$ cat src/rtl/shifter_pkg.sv
// rtl/shifter_pkg.sv - shared op encodings for the pipelined barrel shifter
package shifter_pkg;

    typedef enum logic [1:0] {
        SHIFT_SLL = 2'd0,
        SHIFT_SRL = 2'd1,
        SHIFT_SRA = 2'd2,
        SHIFT_ROR = 2'd3
    } shift_op_t;

endpackage

$ cat src/rtl/shift_stage.sv
// rtl/shift_stage.sv - one conditional 2^STAGE shift plus its enable-held pipeline register
module shift_stage
    import shifter_pkg::*;
#(
    parameter int WIDTH = 32,
    parameter int STAGE = 0,
    parameter int LOG2W = $clog2(WIDTH)
) (
    input  logic             clk,
    input  logic             rst,
    input  logic             en,
    input  logic             valid,
    input  logic [WIDTH-1:0] data,
    input  shift_op_t        op,
    input  logic [LOG2W-1:0] amt,
    input  logic             ovr,
    input  logic             sign,
    output logic [WIDTH-1:0] shifted,
    input  logic [WIDTH-1:0] result,
    output logic             valid_q,
    output logic [WIDTH-1:0] data_q,
    output shift_op_t        op_q,
    output logic [LOG2W-1:0] amt_q,
    output logic             ovr_q,
    output logic             sign_q
);

    localparam int DIST = 1 << STAGE;

    // Shift by DIST when this stage's amount bit is set; SRA fills with the original sign
    always_comb begin
        shifted = data;
        if (amt[STAGE]) begin
            case (op)
                SHIFT_SLL: shifted = {data[WIDTH-1-DIST:0], {DIST{1'b0}}};
                SHIFT_SRL: shifted = {{DIST{1'b0}}, data[WIDTH-1:DIST]};
                SHIFT_SRA: shifted = {{DIST{sign}}, data[WIDTH-1:DIST]};
                SHIFT_ROR: shifted = {data[DIST-1:0], data[WIDTH-1:DIST]};
            endcase
        end
    end

    // Valid always advances when enabled; payload only loads for real ops so it holds across bubbles
    always_ff @(posedge clk or posedge rst) begin
        if (rst) begin
            valid_q <= 1'b0;
            data_q  <= '0;
            op_q    <= SHIFT_SLL;
            amt_q   <= '0;
            ovr_q   <= 1'b0;
            sign_q  <= 1'b0;
        end else if (en) begin
            valid_q <= valid;
            if (valid) begin
                data_q <= result;
                op_q   <= op;
                amt_q  <= amt;
                ovr_q  <= ovr;
                sign_q <= sign;
            end
        end
    end

endmodule

$ cat src/rtl/barrel_shifter_pipe.sv
// rtl/barrel_shifter_pipe.sv - log2(WIDTH)-stage pipelined barrel shifter with valid/ready handshake
module barrel_shifter_pipe
    import shifter_pkg::*;
#(
    parameter int WIDTH = 32,
    parameter int LOG2W = $clog2(WIDTH)
) (
    input  logic             clk,
    input  logic             rst,
    input  logic             in_valid,
    output logic             in_ready,
    input  logic [WIDTH-1:0] X,
    input  logic [WIDTH-1:0] Y,
    input  logic [1:0]       op,
    output logic             out_valid,
    input  logic             out_ready,
    output logic [WIDTH-1:0] Z
);

    logic stall;

    // Element 0 is the accepted input; element k+1 is the register of stage k
    logic             valid_s [0:LOG2W];
    logic [WIDTH-1:0] data_s  [0:LOG2W];
    shift_op_t        op_s    [0:LOG2W];
    logic [LOG2W-1:0] amt_s   [0:LOG2W];
    logic             ovr_s   [0:LOG2W];
    logic             sign_s  [0:LOG2W];
    logic [WIDTH-1:0] shifted_s [0:LOG2W-1];
    logic [WIDTH-1:0] final_result;

    // A held result at the output freezes the whole pipe, bubbles included
    assign stall    = out_valid && !out_ready;
    assign in_ready = !stall;

    assign valid_s[0] = in_valid;
    assign data_s[0]  = X;
    assign op_s[0]    = shift_op_t'(op);
    assign amt_s[0]   = Y[LOG2W-1:0];
    assign ovr_s[0]   = |Y[WIDTH-1:LOG2W];
    assign sign_s[0]  = X[WIDTH-1];

    for (genvar k = 0; k < LOG2W; k++) begin : g_stage
        if (k == LOG2W - 1) begin : g_last
            shift_stage #(.WIDTH(WIDTH), .STAGE(k), .LOG2W(LOG2W)) u_stage (
                .clk     (clk),
                .rst     (rst),
                .en      (!stall),
                .valid   (valid_s[k]),
                .data    (data_s[k]),
                .op      (op_s[k]),
                .amt     (amt_s[k]),
                .ovr     (ovr_s[k]),
                .sign    (sign_s[k]),
                .shifted (shifted_s[k]),
                .result  (final_result),
                .valid_q (valid_s[k+1]),
                .data_q  (data_s[k+1]),
                .op_q    (op_s[k+1]),
                .amt_q   (amt_s[k+1]),
                .ovr_q   (ovr_s[k+1]),
                .sign_q  (sign_s[k+1])
            );
        end else begin : g_mid
            shift_stage #(.WIDTH(WIDTH), .STAGE(k), .LOG2W(LOG2W)) u_stage (
                .clk     (clk),
                .rst     (rst),
                .en      (!stall),
                .valid   (valid_s[k]),
                .data    (data_s[k]),
                .op      (op_s[k]),
                .amt     (amt_s[k]),
                .ovr     (ovr_s[k]),
                .sign    (sign_s[k]),
                .shifted (shifted_s[k]),
                .result  (shifted_s[k]),
                .valid_q (valid_s[k+1]),
                .data_q  (data_s[k+1]),
                .op_q    (op_s[k+1]),
                .amt_q   (amt_s[k+1]),
                .ovr_q   (ovr_s[k+1]),
                .sign_q  (sign_s[k+1])
            );
        end
    end

    // Over-range saturation: logical shifts clear, SRA sign-fills, ROR keeps the modulo rotate
    always_comb begin
        final_result = shifted_s[LOG2W-1];
        if (ovr_s[LOG2W-1]) begin
            case (op_s[LOG2W-1])
                SHIFT_SLL: final_result = '0;
                SHIFT_SRL: final_result = '0;
                SHIFT_SRA: final_result = {WIDTH{sign_s[LOG2W-1]}};
                SHIFT_ROR: final_result = shifted_s[LOG2W-1];
            endcase
        end
    end

    assign out_valid = valid_s[LOG2W];
    assign Z         = data_s[LOG2W];

    // Sideband of the last register has no consumer
    logic unused_tail;
    assign unused_tail = ^{op_s[LOG2W], amt_s[LOG2W], ovr_s[LOG2W], sign_s[LOG2W]};

endmodule

$ cat config.mk
export PLATFORM = sky130hd
export DESIGN_NAME = barrel_shifter_pipe
export DESIGN_NICKNAME = d
export VERILOG_FILES = /design/src/rtl/shifter_pkg.sv /design/src/rtl/shift_stage.sv /design/src/rtl/barrel_shifter_pipe.sv
export SDC_FILE = /design/constraint.sdc
export NUM_CORES = 1
export LEC_CHECK = 0
export ABC_AREA = 0
export CORE_ASPECT_RATIO = 1.1
export CORE_UTILIZATION = 60
export CTS_CLUSTER_SIZE = 12
export DETAILED_ROUTE_END_ITERATION = 10
export MAX_ROUTING_LAYER = met4
export PLACE_DENSITY = 0.82
export SYNTH_ARGS = -nofsm -noshare
export SYNTH_HDL_FRONTEND = slang
export SYNTH_SLANG_ARGS = --single-unit
$ cat constraint.sdc
create_clock -name clk -period 9.96 [get_ports clk]
set_input_delay 1.992 -clock clk [delete_from_list [all_inputs] [get_ports clk]]
set_output_delay 1.992 -clock clk [all_outputs]
set_load 0.01 [all_outputs]
==> out/results.tsv, run 1 <==
stage	metric	value	unit
global_routing	number of global-route vias before repair	7544	
flow_run	Max Cap Viol	0	
worst_setup_path	Most common cell on crit path	clkdlybuf4s50_1	
logic_synthesis	asr flop ratio synth	100	%
clock_network	H-Tree Depth	4	
clock_network	clock sinks	191	
timing	final period utilization	52.7	%
logic_synthesis	cell area after synthesis	10300	sq um
placement	dpl cells	1334	
worst_setup_path	slowest cell on the critical path	clkdlybuf4s50_1	
global_routing	global-route wire length before repair	36800	microns
timing	Final setup viols	0	
logic_synthesis	post-synthesis cell type count	47	
drt	final wirelength	21800	microns
clock_network	Post-CTS Resized	0	
logic_synthesis	Synth area leader	dfrtp_1	
global_routing	most crowded layer after global routing	met2	
global_routing	met3 usage	4.00	%
finish	layout cell share with drive strength beyond 1	7.22	%
logic_synthesis	Synth top area share	46.2	%
finish	area of the multi-input gates	4880	sq um
clock_network	Num CTS Buffers	17	
timing	Least-Margin Pin Slew	1.16	ns
clock_network	CTS tree	built	
timing	Rel. slew slack	22.3	%
finish	ANT cells	0	
drt	vias per cell	6.08	
clock_network	clock tree buffer depth	2	
drt	Vias	8306	
clock_network	Clock Latency Late Sink	0.43	ns
timing	Fin. Hold Viols	0	
global_routing	total grt overflow	0	
logic_synthesis	sequential cell area fraction in the yosys report	46.2	%
worst_setup_path	type of origin of the critical path	primary input	
global_routing	met2 GRT Util	43.7	%
global_routing	initial antenna violation count	0	
logic_synthesis	Synth area leaders	dfrtp_1 (46%), a21o_1 (7.1%), nand2_1 (6.8%), a311oi_1 (6.3%), nor2_1 (4.7%)	
worst_setup_path	max incr delay on CP	0.50	ns
global_routing	GRT Util Overall	26.4	%
floorplanning	Ports	104	
clock_network	post-cts hold buffer count	0	
floorplanning	core area	16600	sq um
worst_setup_path	Critical Path AT	3.26	ns
run_status	status	finished, final reports clean	
worst_setup_path	Worst setup EP type	primary output	
logic_synthesis	Post-synth EDFFs	0	
floorplanning	# rows	49	
worst_setup_path	Req. time, crit path	7.97	ns
power_and_ir_drop	cell area power density	322	nW/um^2
power_and_ir_drop	worst vdd rail ir drop	0.000198	V
floorplanning	full die area	17800	sq um
clock_network	CTS root buf	clkbuf_16	
logic_synthesis	yosys warns	0	
timing	setup TNS	0	ns
finish	register area	4780	sq um
timing	fin. max-slew vios	0	
hold_path	Hold WC Path Type	register to register	
drt	antenna-violating nets left	0	
floorplanning	Initial Util	62.2	%
placement	I/O Buffers	103	
placement	dpl hpwl	15200	microns
global_routing	met1 global-route usage	32.9	%
logic_synthesis	syn avg cell area	9.20	sq um
finish	nets	1194	
logic_synthesis	Synth Flop Type	dfrtp_1	
finish	P&R area growth vs syn	13.0	%
timing	upper clock frequency limit	190	MHz
drt	Initial DRC Count	490	
clock_network	setup repair bufs after CTS	0	
floorplanning	die extent in y	140	microns
timing	Worst Skew	0.00788	ns
drt	iteration count of the initial detailed-routing pass	5	
global_routing	largest net degree at the start of global routing	111	
power_and_ir_drop	Static Leak	5.36	nW
drt	DR WL/cell	16.0	microns
finish	# fillers	1282	
logic_synthesis	FF+latch count, synth	191	
drt	DRC viols	0	
logic_synthesis	Gate Count Post-Synth	1123	
floorplanning	die span in x	127	microns
worst_setup_path	CP Cell Sequence	clkdlybuf4s50_1 -> nor2b_2 -> inv_2 -> clkdlybuf4s50_1	
worst_setup_path	Setup CP Type	primary input to primary output	
placement	GPL Wtd Cong	0.826	
worst_setup_path	CP Max Fanout	8	
timing	RSZ-0062 raised after global routing	no	
clock_network	clock slew at reported path FFs	0.06	ns
logic_synthesis	Synth Net Count	1193	
finish	Non-Filler Instances	1365	
timing	Tmin final	5.25	ns
-- worst max-delay path: cells and delay by family --
kind          cells  cell delay [ns]
buf+inv           3             1.05
simple gates      1             0.22
-- metrics by stage --
stage               power [mW]  setup slack (ns)  utilization, %  hold slack [ns]  area, sq um
finish                    3.76              4.71            70.3            0.485        11700
global route              4.02              4.59            70.3            0.514        11700
CTS                       3.78              4.69            70.3            0.494        11700
detailed placement        3.07              4.70            66.6            0.480        11100
global placement          3.01              4.72            66.6            0.461        11100
floorplan                 2.72              2.77               -            0.446        10300
-- synthesized netlist by cell type, drive strengths merged (2+ instances only) --
cell type,instances
a211oi,24
a21o,98
a21oi,12
a221o,3
a22o,10
a22oi,13
a311oi,74
a31oi,14
a32o,6
and2,2
buf,65
clkbuf,66
dfrtp,191
inv,5
mux2,24
mux2i,38
nand2,187
nand2b,2
nand3,9
nor2,130
nor2b,15
nor4,6
o211ai,14
o21a,2
o21ai,73
o22a,23
or2,3
or3,6
-- placed cells by master (no fill, tap or decap), types with 24 or more instances in the layout --
master,n
o21ai_0,73
a311oi_1,74
clkdlybuf4s50_1,102
a211oi_1,24
nor2_1,129
mux2i_1,38
nand2_1,182
mux2_2,24
a21o_1,98
dfrtp_1,190
-- layout make-up --
class                      instances  area share (%)
multi-input combinational        796            41.8
sequential                       191            40.9
timing repair buffer             113            9.43
clock buffer                      18            3.76
tap                              229            2.45
clock inverter                    13            1.40
inverter                           5           0.204
-- worst paths after layout --
path                                              startpoint                                   end  slack, ns  cells past startpoint
setup / recovery                                   out_ready                              in_ready       4.71                      4
hold / removal                g_stage[0].g_mid.u_stage.ovr_q        g_stage[0].g_mid.u_stage.ovr_q       0.49                      2
setup reg to reg           g_stage[4].g_last.u_stage.valid_q  g_stage[4].g_last.u_stage.data_q[14]       7.56                      5
hold reg to reg               g_stage[0].g_mid.u_stage.ovr_q        g_stage[0].g_mid.u_stage.ovr_q       0.49                      2
max in group asynchronous                                rst   g_stage[3].g_mid.u_stage.data_q[21]       6.21                      3
min in group asynchronous                                rst  g_stage[4].g_last.u_stage.data_q[10]       2.18                      2
-- state kept, by name (all words and copies together), names as in the netlist --
name / cells
g_stage.g_last.u_stage.data_q: 32
g_stage.g_last.u_stage.valid_q: 1
g_stage.g_mid.u_stage.amt_q: 10
g_stage.g_mid.u_stage.data_q: 128
g_stage.g_mid.u_stage.op_q: 8
g_stage.g_mid.u_stage.ovr_q: 4
g_stage.g_mid.u_stage.sign_q: 4
g_stage.g_mid.u_stage.valid_q: 4
-- metal layers --
metal	share of wire [%]	wire, microns	up-vias
met2	50	10900	201
met4	2.4	514	0
li1	-	-	4039
met5	0	0	-
met3	2.9	627	40
met1	45	9760	4026
-- power by group --
group,internal (mW),switching (mW)
combinational,0.750,0.806
clock,0.401,0.285
sequential,1.12,0.401
total,2.27,1.49
-- logic make-up (layout without fill, tap and decap cells) --
family	after synthesis	in the layout	share of synthesized area, %
buf+inv	136	149	6.65
xor+xnor	1	1	0.157
simple gates	364	364	14.5
flops	191	191	46.2
mux	62	62	6.29
compound gates	369	369	26.2
Note: power is estimated with default switching activity, not from simulation.
==> inputs of run 2 (changes only) <==
--- a/config.mk
+++ b/config.mk
@@ -7,11 +7,11 @@
 export LEC_CHECK = 0
 export ABC_AREA = 0
 export CORE_ASPECT_RATIO = 1.1
-export CORE_UTILIZATION = 60
+export CORE_UTILIZATION = 52
 export CTS_CLUSTER_SIZE = 12
 export DETAILED_ROUTE_END_ITERATION = 10
 export MAX_ROUTING_LAYER = met4
-export PLACE_DENSITY = 0.82
+export PLACE_DENSITY = 0.76
 export SYNTH_ARGS = -nofsm -noshare
 export SYNTH_HDL_FRONTEND = slang
 export SYNTH_SLANG_ARGS = --single-unit
==> constraint.sdc (replaced) <==
create_clock -name clk -period 4.5 [get_ports clk]
set_input_delay 0.9 -clock clk [delete_from_list [all_inputs] [get_ports clk]]
set_output_delay 0.9 -clock clk [all_outputs]
set_load 0.01 [all_outputs]
==> run 2 against run 1 <==
Compared with the run above:
- sequential power grew 120%
- via count is 0.13% lower
- critical path depth unchanged
- sequential share of layout area is 0.21 points lower
- flip-flop and latch count did not move
- global-route usage shrank 1.9 points
- critical endpoint unchanged
- largest cell class unchanged
- largest power group unchanged
==> out/results.tsv, run 2 (synthesis gave the netlist of run 1 again) <==
stage	metric	value	unit	change
run_status	status	finished, final reports clean		
global_routing	initial antenna violation count	0		unchanged
clock_network	clock tree buffer depth	2		unchanged
placement	GPL Wtd Cong	0.788		-4.6%
timing	Least-Margin Pin Slew	1.14	ns	-0.0249 ns
timing	Worst Skew	0.00634	ns	-0.00154 ns
finish	Biggest register	g_stage.g_mid.u_stage.data_q		
finish	Largest register FFs	128		unchanged
worst_setup_path	last element of the critical path	in_ready		
timing	Final setup viols	0		unchanged
placement	worst slack, placed	1.28	ns	-3.42 ns
timing	Rel. slew slack	23.9	%	+1.7 points
timing	Fin. Hold Viols	0		unchanged
worst_setup_path	Critical Path AT	2.23	ns	-1.03 ns
finish	P&R area growth vs syn	13.5	%	
clock_network	Clock Latency Late Sink	0.44	ns	about the same
clock_network	CTS tree	built		
drt	iteration count of the initial detailed-routing pass	5		unchanged
worst_setup_path	Critical Path Start	out_ready		
worst_setup_path	type of origin of the critical path	primary input		
timing	fin. max-slew vios	0		unchanged
finish	layout cell share with drive strength beyond 1	7.62	%	+0.41 points
finish	largest registers	g_stage.g_mid.u_stage.data_q: 128 flops, g_stage.g_last.u_stage.data_q: 32 flops, g_stage.g_mid.u_stage.amt_q: 10 flops		
drt	DR WL/cell	16.4	microns	+2.3%
clock_network	clock slew at reported path FFs	0.07	ns	about the same
placement	I/O Buffers	103		unchanged
timing	final period utilization	69.6	%	
placement	dpl hpwl	16000	microns	+5.5%
clock_network	clock sinks	191		unchanged
timing	RSZ-0062 raised after global routing	no		
drt	vias per cell	5.98		-1.8%
floorplanning	die span in x	136	microns	+7.3%
clock_network	Num CTS Buffers	17		unchanged
drt	Vias	8295		-0.13%
drt	final wirelength	22700	microns	+4.0%
finish	ANT cells	0		unchanged
clock_network	CTS root buf	clkbuf_16		
timing	upper clock frequency limit	320	MHz	
timing	setup ws final	1.37	ns	-3.34 ns
floorplanning	Initial Util	53.6	%	-8.6 points
timing	WHS	0.498	ns	+0.0124 ns
power_and_ir_drop	worst vdd rail ir drop	0.000355	V	+79%
clock_network	H-Tree Depth	4		unchanged
finish	nets	1198		+0.34%
global_routing	number of global-route vias before repair	7783		+3.2%
finish	most frequent cells in the layout	dfrtp_1 (190), nand2_1 (182), nor2_1 (129)		
timing	setup TNS	0	ns	unchanged
global_routing	GRT Util Overall	24.5	%	-1.9 points
global_routing	global-route wire length before repair	39000	microns	+5.9%
floorplanning	# rows	53		+8.2%
power_and_ir_drop	cell area power density	713	nW/um^2	+120%
global_routing	total grt overflow	0		unchanged
clock_network	setup repair bufs after CTS	0		unchanged
timing	Tmin final	3.13	ns	
power_and_ir_drop	Static Leak	5.39	nW	+0.40%
floorplanning	core area	19300	sq um	+16%
clock_network	Post-CTS Resized	0		unchanged
floorplanning	die extent in y	150	microns	+7.3%
clock_network	post-cts hold buffer count	0		unchanged
hold_path	Hold WC Path Type	register to register		
worst_setup_path	Setup CP Type	primary input to primary output		
flow_run	Max Cap Viol	0		unchanged
worst_setup_path	CP Max Fanout	8		unchanged
worst_setup_path	Worst setup EP type	primary output		
worst_setup_path	reg-to-reg setup timing slack	2.25	ns	-5.31 ns
global_routing	largest net degree at the start of global routing	143		+29%
power_and_ir_drop	total power	8.36	mW	+120%
finish	commonest non-fill, non-tap cell in the layout	dfrtp_1		
worst_setup_path	FF-to-FF End	g_stage[0].g_mid.u_stage.data_q[7]		
worst_setup_path	FF-to-FF Start	g_stage[4].g_last.u_stage.valid_q		
worst_setup_path	Req. time, crit path	3.60	ns	-4.37 ns
drt	antenna-violating nets left	0		unchanged
drt	Initial DRC Count	579		+18%
floorplanning	Ports	104		unchanged
worst_setup_path	R2R cell count	6		+1
drt	DRC viols	0		unchanged
floorplanning	full die area	20400	sq um	+15%
## run 2: area by class of cell
| cell class | instances | area (sq um) |
|---|---|---|
| clock buffer | 17 | 425 |
| clock inverter | 15 | 174 |
| fill | 1675 | 7560 |
| inverter | 5 | 22.5 |
| multi-input combinational | 796 | 4880 |
| sequential | 191 | 4780 |
| tap | 247 | 309 |
| timing repair buffer | 117 | 1140 |
## run 2: how the worst min path moves through the flow
stage                                          from                                    to  slack [ns]  cells after the start
2_1_floorplan        g_stage[0].g_mid.u_stage.ovr_q        g_stage[0].g_mid.u_stage.ovr_q        0.45                      2
3_3_place_gp   g_stage[4].g_last.u_stage.data_q[30]  g_stage[4].g_last.u_stage.data_q[30]        0.48                      1
3_5_place_dp       g_stage[1].g_mid.u_stage.valid_q      g_stage[1].g_mid.u_stage.valid_q        0.48                      2
4_1_cts            g_stage[1].g_mid.u_stage.valid_q      g_stage[1].g_mid.u_stage.valid_q        0.50                      2
5_1_grt        g_stage[4].g_last.u_stage.data_q[25]  g_stage[4].g_last.u_stage.data_q[25]        0.51                      1
6_report       g_stage[4].g_last.u_stage.data_q[24]  g_stage[4].g_last.u_stage.data_q[24]        0.50                      1
## run 2: layer usage
layer  global-route usage (%)  part of all wire (%)  up-vias
met2                     40.6                    50      171
met4                     7.67                   1.8        0
met3                     4.00                   2.6       30
met5                        -                     0        -
li1                         -                     -     4043
met1                     30.6                    45     4051
## run 2: where the power goes
part	switching [mW]	internal (mW)
Combinational	1.76	1.68
Clock	0.695	0.837
Sequential	0.920	2.48
Total	3.37	4.99
## run 2: through the flow
step                instance area, sq um  cells  util, %
floorplan                          10300   1123        -
global placement                   11100   1356     57.7
detailed placement                 11100   1356     57.7
CTS                                11700   1388     60.8
global route                       11700   1388     60.8
finish                             11700   1388     60.8
## run 2: worst max-delay path: stages
cell,delay [ns]
clkdlybuf4s50_1,0.42
nor2b_2,0.24
inv_2,0.16
clkdlybuf4s50_1,0.51
